--- config.mk ---
export PLATFORM = sky130hd
export DESIGN_NAME = pipe_stall_ctrl
export DESIGN_NICKNAME = d
export VERILOG_FILES = /design/src/rtl/pipe_ctrl_pkg.sv /design/src/rtl/sat_counter.sv /design/src/rtl/pipe_stall_ctrl.sv
export SDC_FILE = /design/constraint.sdc
export NUM_CORES = 1
export LEC_CHECK = 0
export ABC_CLOCK_PERIOD_IN_PS = 3600
export BUFFER_PORTS_ARGS = -buffer_cell sky130_fd_sc_hd__clkbuf_2
export CAP_MARGIN = 30
export CORE_MARGIN = 3
export CORE_UTILIZATION = 33
export DETAILED_ROUTE_END_ITERATION = 10
export PLACE_DENSITY_LB_ADDON = 0.25
export SLEW_MARGIN = 10
export SYNTH_ARGS = -nofsm -noshare
export SYNTH_HDL_FRONTEND = slang
export SYNTH_SLANG_ARGS = --single-unit
--- constraint.sdc ---
create_clock -name clk -period 3.6 [get_ports clk]
set_input_delay 0.36 -clock clk [delete_from_list [all_inputs] [get_ports clk]]
set_output_delay 0.36 -clock clk [all_outputs]
set_load 0.05 [all_outputs]
--- src/rtl/pipe_ctrl_pkg.sv ---
// Shared types and defaults for the pipeline sequencing controller.
package pipe_ctrl_pkg;

  typedef enum logic [1:0] {
    BOOT  = 2'd0,
    ISSUE = 2'd1,
    WAIT  = 2'd2
  } pipe_state_e;

  localparam int DEFAULT_TIMEOUT = 1024;

endpackage

--- src/rtl/sat_counter.sv ---
// Up-counter with synchronous clear that sticks at all-ones instead of wrapping.
module sat_counter #(
  parameter int W = 8
) (
  input  logic         clk,
  input  logic         rst,
  input  logic         inc,
  input  logic         clr,
  output logic [W-1:0] count
);

  always_ff @(posedge clk or posedge rst) begin
    if (rst)
      count <= '0;
    else if (clr)
      count <= '0;
    else if (inc && (count != '1))
      count <= count + 1'b1;
  end

endmodule

--- src/rtl/pipe_stall_ctrl.sv ---
// Steps the five-stage pipeline: one fetch (plus optional data access) per step,
// freezing the pipeline registers until the bus side reports completion.
module pipe_stall_ctrl
  import pipe_ctrl_pkg::*;
#(
  parameter int TIMEOUT = DEFAULT_TIMEOUT,
  parameter int CNT_W   = 32
) (
  input  logic             clk,
  input  logic             rst,
  input  logic             dm_need,
  input  logic             im_done,
  input  logic             dm_done,
  input  logic             load_use,
  input  logic             branch_taken,
  output logic             im_start,
  output logic             dm_start,
  output logic             cpu_stall,
  output logic             pc_write,
  output logic             ifid_write,
  output logic             idex_bubble,
  output logic             ifid_flush,
  output logic             idex_flush,
  output logic             timeout_err,
  output logic [CNT_W-1:0] stall_cycles
);

  localparam int WC_W = (TIMEOUT < 2) ? 1 : $clog2(TIMEOUT + 1);
  localparam logic [WC_W-1:0] TO_LAST = WC_W'(TIMEOUT - 1);

  pipe_state_e     state, state_next;
  logic            im_pend, dm_pend;
  logic            adv;
  logic            wait_inc, wait_clr;
  logic [WC_W-1:0] wait_cnt;

  always_ff @(posedge clk or posedge rst) begin
    if (rst)
      state <= BOOT;
    else
      state <= state_next;
  end

  always_comb begin
    state_next  = state;
    adv         = 1'b0;
    im_start    = 1'b0;
    dm_start    = 1'b0;
    cpu_stall   = 1'b1;
    pc_write    = 1'b0;
    ifid_write  = 1'b0;
    idex_bubble = 1'b0;
    ifid_flush  = 1'b0;
    idex_flush  = 1'b0;
    case (state)
      BOOT: state_next = ISSUE;
      ISSUE: begin
        im_start   = 1'b1;
        dm_start   = dm_need;
        state_next = WAIT;
      end
      WAIT: begin
        // A done arriving this cycle counts immediately, so the step ends without a latency bubble.
        adv       = (!im_pend || im_done) && (!dm_pend || dm_done);
        cpu_stall = !adv;
        if (adv) begin
          state_next = ISSUE;
          if (branch_taken) begin
            ifid_flush = 1'b1;
            idex_flush = 1'b1;
            pc_write   = 1'b1;
          end else if (load_use) begin
            idex_bubble = 1'b1;
          end else begin
            pc_write   = 1'b1;
            ifid_write = 1'b1;
          end
        end
      end
      default: state_next = BOOT;
    endcase
  end

  always_ff @(posedge clk or posedge rst) begin
    if (rst) begin
      im_pend <= 1'b0;
      dm_pend <= 1'b0;
    end else if (state == ISSUE) begin
      im_pend <= 1'b1;
      dm_pend <= dm_need;
    end else if (state == WAIT) begin
      if (im_done)
        im_pend <= 1'b0;
      if (dm_done)
        dm_pend <= 1'b0;
    end
  end

  assign wait_clr = (state == ISSUE);
  assign wait_inc = (state == WAIT) && !adv;

  sat_counter #(.W(WC_W)) u_wait_cnt (
    .clk  (clk),
    .rst  (rst),
    .inc  (wait_inc),
    .clr  (wait_clr),
    .count(wait_cnt)
  );

  // Flag is raised on the same edge that brings wait_cnt up to TIMEOUT.
  always_ff @(posedge clk or posedge rst) begin
    if (rst)
      timeout_err <= 1'b0;
    else if ((TIMEOUT != 0) && wait_inc && (wait_cnt == TO_LAST))
      timeout_err <= 1'b1;
  end

  sat_counter #(.W(CNT_W)) u_stall_cnt (
    .clk  (clk),
    .rst  (rst),
    .inc  (cpu_stall),
    .clr  (1'b0),
    .count(stall_cycles)
  );

endmodule

==> qor.csv, run 1 <==
stage,metric,value,unit
critical_path,cp-end-kind,output pin,
sta,timing.final.ws_setup,1.40,ns
sta,worst-slew-pin-transition,0.842,ns
critical_path,worst-setup-path-type,reg2out,
routing,detail_route.iter0.violations,125,
critical_path,timing.critical_path.from_type,register,
synthesis,synth-async-reset-ratio,100,%
synthesis,synthesis.area,2480,µm²
sta,slew_viol_final,0,
die,io-pin-count,48,
clocking,tritoncts.num_buffers,5,
routing,route.detailed.drc,0,
placement,placement.setup.worst_slack,1.50,ns
finish,areaGrowthSynthToFinish,19.0,%
placement,area_of_placed_instances,2820,µm²
grt,grt_start_max_net_pins,28,
clocking,cts_tree,yes,
clocking,clock-sinks,48,
clocking,clockBufferDepth,2,
finish,final_layout_size_suffix_gt1_share,27.3,%
placement,gp_congestion,0.752,
clocking,clock_transition_at_the_registers_of_the_reported_paths,0.09,ns
synthesis,synth_enable_flop_cells,0,
critical_path,arrival,1.84,ns
sta,final.min_clock_period,2.20,ns
clocking,cts_hold_buffers,0,
placement,hpwlAfterDp,3830,µm
finish,n_fill_cell,673,
critical_path,crit_path_start,state[1],
sta,finalSetupTns,0,ns
synthesis,synth-seq-cells,48,
clocking,htree_num_levels,2,
clocking,clk-insertion-delay-late,0.31,ns
power,design_power_total,1.78,mW
grt,globalRoute.totalOverflow,0,
routing,drt_pre_antenna_iters,4,
clocking,post_cts_resize_count,0,
synthesis,synth_cell_types,50,
sta,rsz_0062_raised_after_global_routing,no,
sta,timing.final.crit_share,61.2,%
grt,vias_in_the_first_global_route,1754,
critical_path,timing.rr.start,u_stall_cnt.count[0],
grt,grt_util_all_layers,12.5,%
grt,grt_antenna_before_repair,0,
finish,design_area,2950,µm²
synthesis,syn-instance-count,232,
sta,finClkSkew,0.0113,ns
sta,max_freq,454,MHz
hold_path,worstHoldPathType,in2async,
die,die_h,92.6,µm
finish,area_used_by_multi_input_combinational_logic,1200,µm²
die,floorplan.rows,30,
synthesis,synth_top_flop_cell,sky130_fd_sc_hd__dfrtp_1,
clocking,cts.repair_timing.setup_buffer_count,0,
power,p_leak,1.34,nW
routing,routed_wl,5260,µm
routing,route.antenna.remaining_nets,0,
synthesis,synth_area_per_cell,10.7,µm²
clocking,cts-root-buf,sky130_fd_sc_hd__clkbuf_8,
routing,wirelength_met1,2440,µm
die,chip_width,92.6,µm
power,power_density,604,nW/µm²
die,coreArea,7020,µm²
routing,route.detailed.vias_per_inst,4.85,
routing,total_via_count_in_the_routed_design,1834,
die,effective_utilization_at_floorplan,35.3,%
sta,slew_headroom,43.3,%
run_status,run_status,completed,
critical_path,critical_path_required,3.24,ns
finish,antenna_cells,0,
synthesis,synth_warnings,0,
synthesis,seq_area_frac_synth,48.5,%
routing,detail_route.wl_per_cell,13.9,µm
sta,setup_viol,0,
finish,ff_latch_area,1200,µm²
die,die_area,8580,µm²
routing,detailroute.wirelength.met3,239,µm
finish,design.final.nets,294,
synthesis,mappedNetlistNets,244,
routing,route.met2.wl,2550,µm
routing,highest_layer_used_for_signal_routing,met4,
grt,grt_first_pass_wirelength,8560,µm
sta,timing_hold_violations_final,0,
flow_run,maxCapViolCount,0,
critical_path,crit_fanout,16,
placement,place.port_buffers,47,
power,irDropWorstVdd,0.000225,V
## where the power goes
part	internal, mW	switching [mW]	leakage [nW]
logic	0.177	0.453	0.661
clock network	0.274	0.184	0.0642
registers	0.612	0.0813	0.612
## final cells by class
type                            count  area share [%]
Sequential cell                    48            40.7
Multi-Input combinational cell    168            40.8
Timing Repair Buffer               48            8.66
Clock buffer                        5            2.33
Tap cell                           96            4.07
Inverter                           11            1.40
Clock inverter                      2            2.04
## worst paths after layout
path                            depth (start not counted)  slack [ns]                     to
worst max-delay path                                    4        1.40               dm_start
worst min-delay path                                    2        0.05  u_stall_cnt.count[20]
worst max register to register                          5        1.50   u_stall_cnt.count[1]
worst min register to register                          1        0.49            timeout_err
max in group asynchronous                               3        3.03   u_stall_cnt.count[5]
min in group clk                                        3        0.34                im_pend
## layout by cell type, fill, tap and decap left out, types with 5 or more instances in the layout
cell,count
sky130_fd_sc_hd__dfrtp_1,48
sky130_fd_sc_hd__clkbuf_2,47
sky130_fd_sc_hd__xnor2_1,23
sky130_fd_sc_hd__nand3_1,20
sky130_fd_sc_hd__nor2_1,19
sky130_fd_sc_hd__nand2_1,15
sky130_fd_sc_hd__nand4_1,11
sky130_fd_sc_hd__xor2_1,11
sky130_fd_sc_hd__inv_1,9
sky130_fd_sc_hd__and3_1,8
sky130_fd_sc_hd__nor3_1,7
sky130_fd_sc_hd__o21ai_0,5
sky130_fd_sc_hd__a21oi_1,5
sky130_fd_sc_hd__ha_1,5
sky130_fd_sc_hd__clkbuf_8,5
## metal layers
layer  vias up  track usage (%)
li1        920                -
met1       885             16.1
met2        27             20.4
met3         2             3.57
met4         0             4.03
met5         -                0
## stage by stage
step	hold WS [ns]	cells	utilization, %
floorplan	0.458	232	-
global placement	0.472	370	39.9
detailed placement	0.407	371	40.2
CTS	0.0771	378	42.0
global route	0.0752	378	42.0
finish	0.0499	378	42.0
## cell families (layout without fill, tap and decap cells)
| logic type | after synthesis | count (layout) | synth area share, % |
|---|---|---|---|
| AO/OA/AOI/OAI | 24 | 24 | 7.42 |
| XOR/XNOR | 34 | 34 | 12.0 |
| adder cells (fa/ha/maj) | 5 | 5 | 2.53 |
| buffers and inverters | 16 | 66 | 2.98 |
| flip-flops | 48 | 48 | 48.5 |
| multiplexers | 3 | 3 | 1.31 |
| AND/OR/NAND/NOR | 102 | 102 | 25.3 |
## cell usage after synthesis (5+ instances only)
cell type | n | area share (%)
sky130_fd_sc_hd__and3_1 | 8 | 2.0
sky130_fd_sc_hd__nor2_1 | 19 | 2.9
sky130_fd_sc_hd__dfrtp_1 | 48 | 48
sky130_fd_sc_hd__xnor2_1 | 23 | 8.1
sky130_fd_sc_hd__xor2_1 | 11 | 3.9
sky130_fd_sc_hd__nor3_1 | 7 | 1.4
sky130_fd_sc_hd__nand3_1 | 20 | 4.0
sky130_fd_sc_hd__ha_1 | 5 | 2.5
sky130_fd_sc_hd__nand4_1 | 11 | 2.8
sky130_fd_sc_hd__nand2_1 | 15 | 2.3
sky130_fd_sc_hd__a21oi_1 | 5 | 1.0
sky130_fd_sc_hd__o21ai_0 | 5 | 1.0
sky130_fd_sc_hd__inv_1 | 10 | 1.5
## worst max-delay path, cell delays in order (launching register included)
cell and delay (ns):
sky130_fd_sc_hd__dfrtp_1 0.39, sky130_fd_sc_hd__inv_1 0.09, sky130_fd_sc_hd__ha_1 0.54, sky130_fd_sc_hd__and2_1 0.24, sky130_fd_sc_hd__clkbuf_2 0.28
## sequential cells by signal (all words and copies together) (netlist names)
register,count
u_wait_cnt.count,11
u_stall_cnt.count,32
dm_pend,1
timeout_err,1
im_pend,1
state,2
No activity file was read; power rests on OpenSTA's default activity.
==> run 2: changes to the inputs <==
--- a/config.mk
+++ b/config.mk
@@ -5,7 +5,8 @@
 export SDC_FILE = /design/constraint.sdc
 export NUM_CORES = 1
 export LEC_CHECK = 0
-export ABC_CLOCK_PERIOD_IN_PS = 3600
+export ABC_AREA = 1
+export ABC_CLOCK_PERIOD_IN_PS = 1800
 export BUFFER_PORTS_ARGS = -buffer_cell sky130_fd_sc_hd__clkbuf_2
 export CAP_MARGIN = 30
 export CORE_MARGIN = 3
==> constraint.sdc (replaced) <==
create_clock -name clk -period 1.8 [get_ports clk]
set_input_delay 0.18 -clock clk [delete_from_list [all_inputs] [get_ports clk]]
set_output_delay 0.18 -clock clk [all_outputs]
set_load 0.05 [all_outputs]
==> qor.csv, run 2 <==
stage,metric,value,unit
routing,total_via_count_in_the_routed_design,2992,
die,coreArea,8930,µm²
grt,grt_first_pass_wirelength,13500,µm
sta,max_freq,586,MHz
routing,route.detailed.drc,0,
finish,layout_commonest_cell,sky130_fd_sc_hd__nand2_1,
placement,placed_instances,638,
sta,setup_viol,0,
synthesis,synth_cell_types,27,
synthesis,synth_area_per_cell,6.57,µm²
power,clock_power_share,22.8,%
clocking,cts_tree,yes,
routing,route.antenna.remaining_nets,0,
sta,finalSetupTns,0,ns
routing,detail_route.wl_per_cell,12.4,µm
clocking,clk-insertion-delay-late,0.31,ns
grt,vias_in_the_first_global_route,2829,
synthesis,post_synth_most_frequent_cells,"227 x sky130_fd_sc_hd__nand2_1, 56 x sky130_fd_sc_hd__nor2_1, 48 x sky130_fd_sc_hd__dfrtp_1",
sta,timing_hold_violations_final,0,
synthesis,synth-seq-cells,48,
finish,reg_top3,"u_stall_cnt.count: 32 flops, u_wait_cnt.count: 11 flops, state: 2 flops",
power,design_power_total,3.73,mW
sta,worst-slew-pin-transition,0.476,ns
sta,finClkSkew,0.0138,ns
synthesis,synth_top_flop_cell,sky130_fd_sc_hd__dfrtp_1,
synthesis,synth_top_cells_by_area,"sky130_fd_sc_hd__dfrtp_1 38%, sky130_fd_sc_hd__nand2_1 27%, sky130_fd_sc_hd__nor2_1 6.7%",
grt,grt_antenna_before_repair,0,
critical_path,arrival,1.53,ns
routing,routed_wl,8030,µm
finish,final_layout_size_suffix_gt1_share,18.1,%
clocking,tritoncts.num_buffers,5,
sta,slew_headroom,68.3,%
finish,antenna_cells,0,
sta,slew_viol_final,0,
critical_path,worstRegToRegCells,10,
power,switching_share,44.0,%
finish,mostFrequentLayoutCells,"226 x sky130_fd_sc_hd__nand2_1, 54 x sky130_fd_sc_hd__nor2_1, 46 x sky130_fd_sc_hd__dfrtp_1, 43 x sky130_fd_sc_hd__inv_1, 41 x sky130_fd_sc_hd__clkbuf_2",
finish,final_core_util,42.2,%
hold_path,whs_path_depth,5,
die,die_area,10700,µm²
synthesis,synth_warnings,0,
clocking,clock-sinks,48,
critical_path,crit_fanout,6,
grt,grt_util_all_layers,16.0,%
synthesis,synth_enable_flop_cells,0,
finish,most_flops_register,u_stall_cnt.count,
hold_path,worstHoldPathType,in2reg,
clocking,clock_transition_at_the_registers_of_the_reported_paths,0.09,ns
power,p_sw,1.64,mW
synthesis,seq_area_frac_synth,38.5,%
finish,areaGrowthSynthToFinish,20.8,%
critical_path,timing.critical_path.from_type,register,
power,comb_power_share,41.0,%
placement,hpwlAfterDp,6180,µm
clocking,htree_num_levels,2,
routing,drt_pre_antenna_iters,4,
placement,gp_congestion,0.874,
run_status,run_status,completed,
die,io-pin-count,48,
critical_path,cp-end-kind,output pin,
routing,detail_route.iter0.violations,158,
placement,place.port_buffers,47,
synthesis,synth.most_common_cell,sky130_fd_sc_hd__nand2_1,
die,die_h,103,µm
critical_path,worst-setup-path-type,reg2out,
flow_run,maxCapViolCount,0,
sta,rsz_0062_raised_after_global_routing,yes,
grt,grt_start_max_net_pins,27,
synthesis,mappedNetlistNets,487,
sta,final.min_clock_period,1.71,ns
power,power_frac_seq,36.3,%
power,irDropWorstVdd,0.000686,V
power,power_density,989,nW/µm²
power,p_leak,1.94,nW
grt,globalRoute.totalOverflow,0,
power,cell_internal_pwr,2.09,mW
synthesis,syn-instance-count,475,
die,floorplan.rows,34,
clocking,cts-root-buf,sky130_fd_sc_hd__clkbuf_8,
clocking,clockBufferDepth,2,
finish,design.final.nets,551,
synthesis,yosys.area.top_type,sky130_fd_sc_hd__dfrtp_1,
die,effective_utilization_at_floorplan,34.9,%
synthesis,synth-async-reset-ratio,100,%
finish,max_ffs_per_register,32,
synthesis,yosys.area.top_type_share,38.5,%
sta,timing.final.crit_share,94.9,%
critical_path,critical_path_required,1.62,ns
routing,route.detailed.vias_per_inst,4.62,
finish,fin_cells,648,
die,chip_width,103,µm
synthesis,synthesis.area,3120,µm²
-- run 2: cell types whose count changed after synthesis, sizes merged, moves of 10 or more --
cell,before,now
nand4,13,3
nor2,19,62
inv,11,46
and3,11,0
nand2,15,232
xnor2,23,5
-- run 2: metrics by stage --
step           instance area [µm²]  hold WS (ns)  setup slack [ns]
2_1_floorplan                 3170         0.423           0.00114
5_1_grt                       3770         0.233          -0.00132
3_3_place_gp                  3600         0.111             0.158
6_report                      3770         0.188            0.0921
4_1_cts                       3760         0.184            0.0682
3_5_place_dp                  3600         0.111             0.132
-- run 2: path summary, 6_finish.rpt --
| check | endpoint | slack, ns | startpoint |
|---|---|---|---|
| setup / recovery | ifid_flush | 0.09 | state[0] |
| hold / removal | dm_pend | 0.19 | dm_need |
| setup reg to reg | u_stall_cnt.count[30] | 0.13 | u_stall_cnt.count[0] |
| hold reg to reg | timeout_err | 0.49 | timeout_err |
| max in group asynchronous | u_stall_cnt.count[20] | 0.89 | rst |
| min in group asynchronous | u_wait_cnt.count[9] | 0.32 | rst |
-- run 2: what timing repair did --
| action | CTS | global route |
|---|---|---|
| setup endpoints to repair | 5 | 7 |
| buffers inserted | 1 | 0 |
| resized for setup | 8 | 3 |
| hold buffers | 1 | 0 |
| pin swaps | 1 | 1 |
| endpoints found under the hold margin | 9 | 0 |
-- run 2: cells by family (layout without fill, tap and decap cells) --
| group | after synthesis | in the layout | share of synthesized area, % |
|---|---|---|---|
| compound gates | 15 | 15 | 2.64 |
| simple gates | 335 | 335 | 44.3 |
| buf+inv | 55 | 120 | 7.78 |
| xor+xnor | 17 | 17 | 4.77 |
| flops | 48 | 48 | 38.5 |
| fa+ha+maj | 5 | 5 | 2.00 |
-- run 2: power groups by stage --
stage,sequential (mW),clock (mW),combinational (mW)
2_1_floorplan,1.59,0,0.961
5_1_grt,1.38,0.921,1.68
3_3_place_gp,1.37,0,1.49
3_5_place_dp,1.38,0,1.50
4_1_cts,1.36,0.870,1.54
6_report,1.35,0.849,1.53
-- run 2: critical path, cell delays in order (launching register included) --
cell	delay, ns
sky130_fd_sc_hd__dfrtp_1	0.40
sky130_fd_sc_hd__inv_1	0.10
sky130_fd_sc_hd__ha_2	0.23
sky130_fd_sc_hd__nand3_4	0.14
sky130_fd_sc_hd__nor2_4	0.13
sky130_fd_sc_hd__clkbuf_4	0.23
-- run 2: area by class of cell --
cell class,count,area (µm²)
clock buffer,6,82.6
tap,108,135
clock inverter,2,38.8
fill,966,5160
timing repair buffer,66,409
sequential,48,1200
inverter,46,175
multi-input combinational,372,1730
-- run 2: routing by layer --
layer  track usage [%]  vias up  part of all wire (%)
met5                 0        -                     0
met4              4.48        0                   1.3
met3              2.41        9                   3.9
met2              27.3       56                    49
met1              21.2     1357                    46
li1                  -     1570                     -
